==> config.mk <==
export PLATFORM = sky130hd
export DESIGN_NAME = madam_matrix_engine
export DESIGN_NICKNAME = d
export VERILOG_FILES = /design/src/rtl/madam_matrix_engine.sv
export SDC_FILE = /design/constraint.sdc
export NUM_CORES = 2
export LEC_CHECK = 0
export ABC_AREA = 1
export ABC_CLOCK_PERIOD_IN_PS = 10210
export CORE_ASPECT_RATIO = 0.8
export CORE_MARGIN = 2
export CORE_UTILIZATION = 35
export DETAILED_ROUTE_END_ITERATION = 10
export GPL_TIMING_DRIVEN = 0
export HOLD_SLACK_MARGIN = 0.12
export PLACE_DENSITY_LB_ADDON = 0.3
export RECOVER_POWER = 100
export SYNTH_ARGS = -nofsm -noshare
export SYNTH_HDL_FRONTEND = slang
export SYNTH_SLANG_ARGS = --single-unit
==> constraint.sdc <==
create_clock -name clk_25m -period 10.21 [get_ports clk_25m]
set_clock_uncertainty 0.1 [all_clocks]
set_input_delay 1.5315 -clock clk_25m [delete_from_list [all_inputs] [get_ports clk_25m]]
set_output_delay 1.5315 -clock clk_25m [all_outputs]
set_load 0.02 [all_outputs]
==> src/rtl/madam_matrix_engine.sv <==
// MADAM matrix engine: sequential single-MAC 16.16 matrix x vector unit.
// Optional perspective divide for cmd 3 is built when MATRIX_DIVIDE_EN is defined.
module madam_matrix_engine #(
   parameter int MAX_DIM   = 4,
   parameter int FRAC_BITS = 16,
   parameter int DIV_STEPS = 64
) (
   input  logic        clk_25m,
   input  logic        reset,
   input  logic [10:0] cpu_addr,
   input  logic [31:0] cpu_din,
   input  logic        cpu_wen,
   output logic [31:0] cpu_dout,
   output logic        busy,
   output logic        done
);

   localparam logic [2:0] S_IDLE = 3'd0;
   localparam logic [2:0] S_MAC  = 3'd1;
   localparam logic [2:0] S_WB   = 3'd2;
`ifdef MATRIX_DIVIDE_EN
   localparam logic [2:0] S_DIV     = 3'd3;
   localparam logic [2:0] S_SCALE_X = 3'd4;
   localparam logic [2:0] S_SCALE_Y = 3'd5;
   localparam int DCW = $clog2(DIV_STEPS + 1);
`endif

   localparam logic signed [63:0] RND =
      (64'sd1 <<< FRAC_BITS) - 64'sd1;

   logic [31:0] m [4][4];
   logic [31:0] v [4];
   logic [31:0] rez [4];
   logic [31:0] rezt [4];
   logic [63:0] nfrac;

   logic [2:0]  state;
   logic [1:0]  col;
   logic [1:0]  rstep;
   logic [1:0]  last;
   logic [1:0]  row;
   logic        is_div;
   logic signed [63:0] acc;

   logic        in_win;
   logic [6:0]  ofs;
   logic        wr_ok;
   logic        cmd_wr;
   logic        start_4;
   logic        start_3;
   logic        start_d;
   logic [31:0] rdata;

   logic signed [63:0] mac_prod;
   logic signed [63:0] acc_adj;
   logic [31:0] wb_val;

   assign in_win = (cpu_addr[10:9] == 2'b11);
   assign ofs    = cpu_addr[8:2];
   assign wr_ok  = cpu_wen && !busy && in_win;
   assign cmd_wr = wr_ok && (ofs == 7'h7F);

   assign start_4 = cmd_wr && (cpu_din == 32'd1) && (MAX_DIM == 4);
   assign start_3 = cmd_wr && (cpu_din == 32'd2);
`ifdef MATRIX_DIVIDE_EN
   assign start_d = cmd_wr && (cpu_din == 32'd3);
`else
   assign start_d = 1'b0;
`endif

   assign busy = (state != S_IDLE);
`ifdef MATRIX_DIVIDE_EN
   assign done = (state == S_WB && rstep == last && !is_div)
              || (state == S_SCALE_Y);
`else
   assign done = (state == S_WB && rstep == last && !is_div);
`endif

   // Row visit order: cmd 3 computes z first so the divide can start early
   always_comb begin
      row = rstep;
      if (is_div) begin
         case (rstep)
            2'd0:    row = 2'd2;
            2'd1:    row = 2'd0;
            default: row = 2'd1;
         endcase
      end
   end

   assign mac_prod = $signed({{32{m[row][col][31]}}, m[row][col]})
                   * $signed({{32{v[col][31]}}, v[col]});
   assign acc_adj  = acc + (acc[63] ? RND : 64'sd0);
   assign wb_val   = 32'(acc_adj >>> FRAC_BITS);

`ifdef MATRIX_DIVIDE_EN
   logic [63:0] quo;
   logic [63:0] rem;
   logic [63:0] den;
   logic        neg;
   logic        zflag;
   logic [DCW-1:0] dcnt;
   logic [64:0] sh;
   logic [64:0] diff;
   logic [63:0] mq;
   logic [31:0] sc_in;
   logic signed [95:0] sc_prod;
   logic signed [95:0] sc_adj;
   logic [31:0] sc_val;

   assign sh   = {rem, quo[63]};
   assign diff = sh - {1'b0, den};
   assign mq   = zflag ? nfrac : (neg ? -quo : quo);

   assign sc_in   = (state == S_SCALE_X) ? rezt[0] : rezt[1];
   assign sc_prod = $signed({{64{sc_in[31]}}, sc_in})
                  * $signed({{32{mq[63]}}, mq});
   assign sc_adj  = sc_prod
                  + (sc_prod[95] ? 96'sh0_FFFF_FFFF : 96'sd0);
   assign sc_val  = 32'(sc_adj >>> 32);

   // Restoring divider: |NFRAC| / |z|, one quotient bit per cycle
   always_ff @(posedge clk_25m) begin
      if (reset) begin
         quo   <= '0;
         rem   <= '0;
         den   <= '0;
         neg   <= 1'b0;
         zflag <= 1'b0;
         dcnt  <= '0;
      end else if (state == S_WB && rstep == last && is_div) begin
         quo   <= nfrac[63] ? -nfrac : nfrac;
         rem   <= '0;
         den   <= {32'd0, rezt[2][31] ? -rezt[2] : rezt[2]};
         neg   <= nfrac[63] ^ rezt[2][31];
         zflag <= (rezt[2] == 32'd0);
         dcnt  <= '0;
      end else if (state == S_DIV) begin
         dcnt <= dcnt + 1'b1;
         if (!zflag) begin
            if (!diff[64]) begin
               rem <= 64'(diff);
               quo <= {quo[62:0], 1'b1};
            end else begin
               rem <= 64'(sh);
               quo <= {quo[62:0], 1'b0};
            end
         end
      end
   end
`endif

   // CPU-visible register file; all writes blocked while a command runs
   always_ff @(posedge clk_25m) begin
      if (reset) begin
         for (int r = 0; r < 4; r++) begin
            for (int c = 0; c < 4; c++) m[r][c] <= '0;
            v[r]   <= '0;
            rez[r] <= '0;
         end
         nfrac <= '0;
      end else if (wr_ok) begin
         unique case (1'b1)
            (ofs[6:4] == 3'b000):
               m[ofs[3:2]][ofs[1:0]] <= cpu_din;
            (ofs[6:2] == 5'b00100):
               v[ofs[1:0]] <= cpu_din;
            (ofs == 7'd32):
               nfrac[63:32] <= cpu_din;
            (ofs == 7'd33):
               nfrac[31:0] <= cpu_din;
            (ofs == 7'h7F):
               for (int r = 0; r < 4; r++) rez[r] <= rezt[r];
            default: ;
         endcase
      end
   end

   // Read mux; unmapped offsets read as zero
   always_comb begin
      rdata = '0;
      if (in_win) begin
         unique case (1'b1)
            (ofs[6:4] == 3'b000):  rdata = m[ofs[3:2]][ofs[1:0]];
            (ofs[6:2] == 5'b00100): rdata = v[ofs[1:0]];
            (ofs[6:2] == 5'b00110): rdata = rez[ofs[1:0]];
            (ofs == 7'd32):        rdata = nfrac[63:32];
            (ofs == 7'd33):        rdata = nfrac[31:0];
            (ofs == 7'h7F):        rdata = {31'd0, busy};
            default:               rdata = '0;
         endcase
      end
   end

   // Registered read port
   always_ff @(posedge clk_25m) begin
      if (reset) cpu_dout <= '0;
      else       cpu_dout <= rdata;
   end

   // Command sequencer: MAC/WB per row, then optional divide and scale
   always_ff @(posedge clk_25m) begin
      if (reset) begin
         state  <= S_IDLE;
         col    <= '0;
         rstep  <= '0;
         last   <= '0;
         is_div <= 1'b0;
         acc    <= '0;
         for (int r = 0; r < 4; r++) rezt[r] <= '0;
      end else begin
         case (state)
            S_IDLE: begin
               if (start_4 || start_3 || start_d) begin
                  state  <= S_MAC;
                  col    <= '0;
                  rstep  <= '0;
                  acc    <= '0;
                  last   <= start_4 ? 2'd3 : 2'd2;
                  is_div <= start_d;
               end
            end
            S_MAC: begin
               acc <= acc + mac_prod;
               if (col == last) state <= S_WB;
               else             col   <= col + 1'b1;
            end
            S_WB: begin
               rezt[row] <= wb_val;
               acc       <= '0;
               col       <= '0;
               if (rstep == last) begin
`ifdef MATRIX_DIVIDE_EN
                  state <= is_div ? S_DIV : S_IDLE;
`else
                  state <= S_IDLE;
`endif
               end else begin
                  rstep <= rstep + 1'b1;
                  state <= S_MAC;
               end
            end
`ifdef MATRIX_DIVIDE_EN
            S_DIV: begin
               if (dcnt == DCW'(DIV_STEPS - 1)) state <= S_SCALE_X;
            end
            S_SCALE_X: begin
               rezt[0] <= sc_val;
               state   <= S_SCALE_Y;
            end
            S_SCALE_Y: begin
               rezt[1] <= sc_val;
               state   <= S_IDLE;
            end
`endif
            default: state <= S_IDLE;
         endcase
      end
   end

endmodule

==> results.py <==
metrics = {
    "outcome": {
        "status": "finished with violations",
        "violations": "max-capacitance violations, max-slew violations, negative setup slack",
    },
    "sta": {
        "fin_ws_ns": -0.0859,
        "final-setup-viol-count": 2,
        "max_slew_margin": -0.738,
        "setup_tns_ns": -0.113,
        "rsz0062_at_grt": "true",
        "hold_viol": 0,
        "slew_viol_final": 861,
        "timing.final.crit_share": 1.01,
        "hold_slack_ns": 0.370,
        "fmax_mhz": 97.1,
        "min_period_ns": 10.30,
        "worst_pin_slew_ns": 2.61,
    },
    "worst_setup_path": {
        "r2r_cells": 28,
        "slowest_stage": "clkdlybuf4s15_1",
        "cp.arrival_ns": 10.81,
        "cp_common_cell": "fa_1",
        "path_class": "flip-flop to flip-flop",
        "critPathCaptureType": "flip-flop",
        "start_kind": "flip-flop",
        "cp_max_fo": 10,
        "max_stage_delay_ns": 1.03,
        "cp_data_required_time_ns": 10.73,
    },
    "die": {
        "die_area_mm2": 0.265,
        "design.core.area_mm2": 0.259,
        "ios": 80,
        "row_count": 167,
        "initial_core_util": 0.352,
        "die_y_um": 461,
        "die_w_um": 575,
    },
    "synthesis": {
        "synth_warnings": 0,
        "ys_seq_elements": 1068,
        "syn-cell-area_mm2": 0.0913,
        "async_flop_share": 0,
        "ys.flop_type": "edfxtp_1",
        "syn-num-nets": 11700,
        "synth_enable_flop_cells": 896,
        "synth.distinct_cells": 53,
        "synth-seq-area-share": 0.332,
        "syn_avg_cell_area_um2": 8.94,
        "synthCells": 10200,
    },
    "placed_design": {
        "placed_area_mm2": 0.0975,
        "gp_congestion": 1.07,
        "hpwlAfterDp_um": 334000,
        "portBuffers": 76,
    },
    "cts": {
        "cts_tree": "yes",
        "clk_latency_ns": 0.83,
        "clockBufferDepth": 3,
        "numClockSinks": 1068,
        "clk_pin_slew_ns": 0.06,
        "holdBufCountCts": 0,
        "cts_made_buffers": 111,
        "h-tree-depth": 3,
        "root_buffer": "clkbuf_16",
    },
    "finish": {
        "final_nets": 12000,
        "drive_gt1_frac": 0.0593,
        "area_growth_pct": 11.1,
        "finish.utilization": 0.392,
        "final_area_mm2": 0.102,
    },
    "routing": {
        "vias_per_cell": 5.74,
        "route.vias.total": 80700,
        "wl_per_cell_um": 30.2,
        "final_antenna_net_count": 0,
        "drtPass1Iterations": 10,
        "drt_iter0_drc": 13100,
        "wirelength_um": 425000,
        "post-route-drc-count": 0,
    },
    "power": {
        "p_per_area_mw_per_mm2": 267,
        "p_leak_nw": 43.9,
        "max-vdd-ir-drop_uv": 792,
    },
    "global_route": {
        "gr-total-overflow": 0,
        "grt_pass1_wl_um": 591000,
        "grt_pass1_vias": 78700,
        "antenna_found_initial": 32,
        "grt_usage": 0.317,
        "grt_max_degree": 46,
    },
    "worst_hold_path": {
        "min_path_type": "flip-flop to flip-flop",
        "holdPathStages": 2,
    },
    "job": {
        "cap_violations": 40,
    },
}
[kinds of logic (layout without fill, tap and decap cells)]
kind of cell | count (synthesis) | count (layout) | share of synthesized area
AO/OA/AOI/OAI | 1486 | 1486 | 0.100
XOR/XNOR | 25 | 25 | 0.00240
adder cells (fa/ha/maj) | 1443 | 1443 | 0.297
buffers and inverters | 2421 | 2785 | 0.104
flip-flops | 1068 | 1068 | 0.332
other | 0 | 27 | 0
AND/OR/NAND/NOR | 3780 | 3780 | 0.164
[registers in the layout (all words and copies together) (netlist names), named ones only]
signal / flops
m: 512
acc: 64
rstep: 2
state: 2
nfrac: 64
col: 2
rezt: 128
v: 128
rez: 128
cpu_dout: 32
last: 2
[per-stage QoR]
stage | setup slack [ns] | power (mW) | cells
after global routing | -0.0869 | 29.2 | 14100
after CTS | 0.00956 | 26.8 | 14000
after floorplan | 1.61 | 16.4 | 10200
after global placement | -0.828 | 22.4 | 13800
after detailed placement | -0.551 | 22.4 | 13800
final | -0.0859 | 27.1 | 14100
[placed cells by master (no fill, tap or decap), drive strengths merged, types with 37 or more instances in the layout]
master,synthesis,final
dfxtp,172,172
o31ai,45,45
a21oi,440,440
clkbuf,318,521
dlygate4sd3,0,38
nand3,174,174
clkinv,20,65
o22ai,112,112
inv,1845,1848
nor3,37,37
ha,232,232
clkdlybuf4s50,0,38
nand4,62,62
nand2,1490,1490
o221ai,47,47
fa,1211,1211
nor2,1890,1890
or2,90,90
o21ai,434,434
edfxtp,896,896
buf,238,253
a22oi,244,244
[routing by layer]
metal	routed length (um)	GRT usage
met5	186	0
met1	160000	0.417
met2	169000	0.442
met3	64500	0.117
met4	31600	0.193
[synthesized netlist by cell type (all sizes together) (172+ instances only)]
cell | instances | area share
nor2 | 1890 | 0.078
inv | 1845 | 0.076
nand2 | 1490 | 0.062
fa | 1211 | 0.27
edfxtp | 896 | 0.29
a21oi | 440 | 0.024
o21ai | 434 | 0.024
clkbuf | 318 | 0.013
a22oi | 244 | 0.020
buf | 238 | 0.014
ha | 232 | 0.032
nand3 | 174 | 0.0096
dfxtp | 172 | 0.038
[where the power goes]
| group | internal, mW | switching, mW | leakage (nW) |
|---|---|---|---|
| Clock | 2.46 | 2.00 | 1.92 |
| Combinational | 5.81 | 12.0 | 31.3 |
| Sequential | 4.84 | 0.0610 | 10.7 |
| Total | 13.1 | 14.0 | 43.9 |
[timing repair]
action                     in CTS  in global routing
resized for setup              14                 78
gates cloned                    1                  0
pin swaps                       1                  5
setup endpoints to repair      27                 45
buffers inserted                5                 20
[worst max-delay path: cells and delay by family (launching register included)]
family | cells | cell delay (ns)
AOI/OAI and AO/OA | 5 | 1.70
adders and majority gates | 9 | 4.46
buffers and inverters | 9 | 2.25
DFF | 1 | 0.30
and+or+nand+nor | 5 | 1.27
[path summary, 6_finish.rpt]
kind	from	end	slack (ns)
max	col[1]	acc[31]	-0.09
min	acc[49]	acc[49]	0.37
max reg2reg	col[1]	acc[31]	-0.09
min reg2reg	acc[49]	acc[49]	0.37
[layout make-up]
class / count / area, um^2
antenna: 27 / 67.6
multi-input combinational: 6734 / 51800
buffer: 556 / 2510
inverter: 1865 / 7020
sequential: 1068 / 30400
fill: 26000 / 158000
clock inverter: 67 / 820
tap: 3464 / 4330
clock buffer: 145 / 3120
timing repair buffer: 151 / 1500
timing repair inverter: 1 / 7.51
Power figures use the tool's default switching activity.
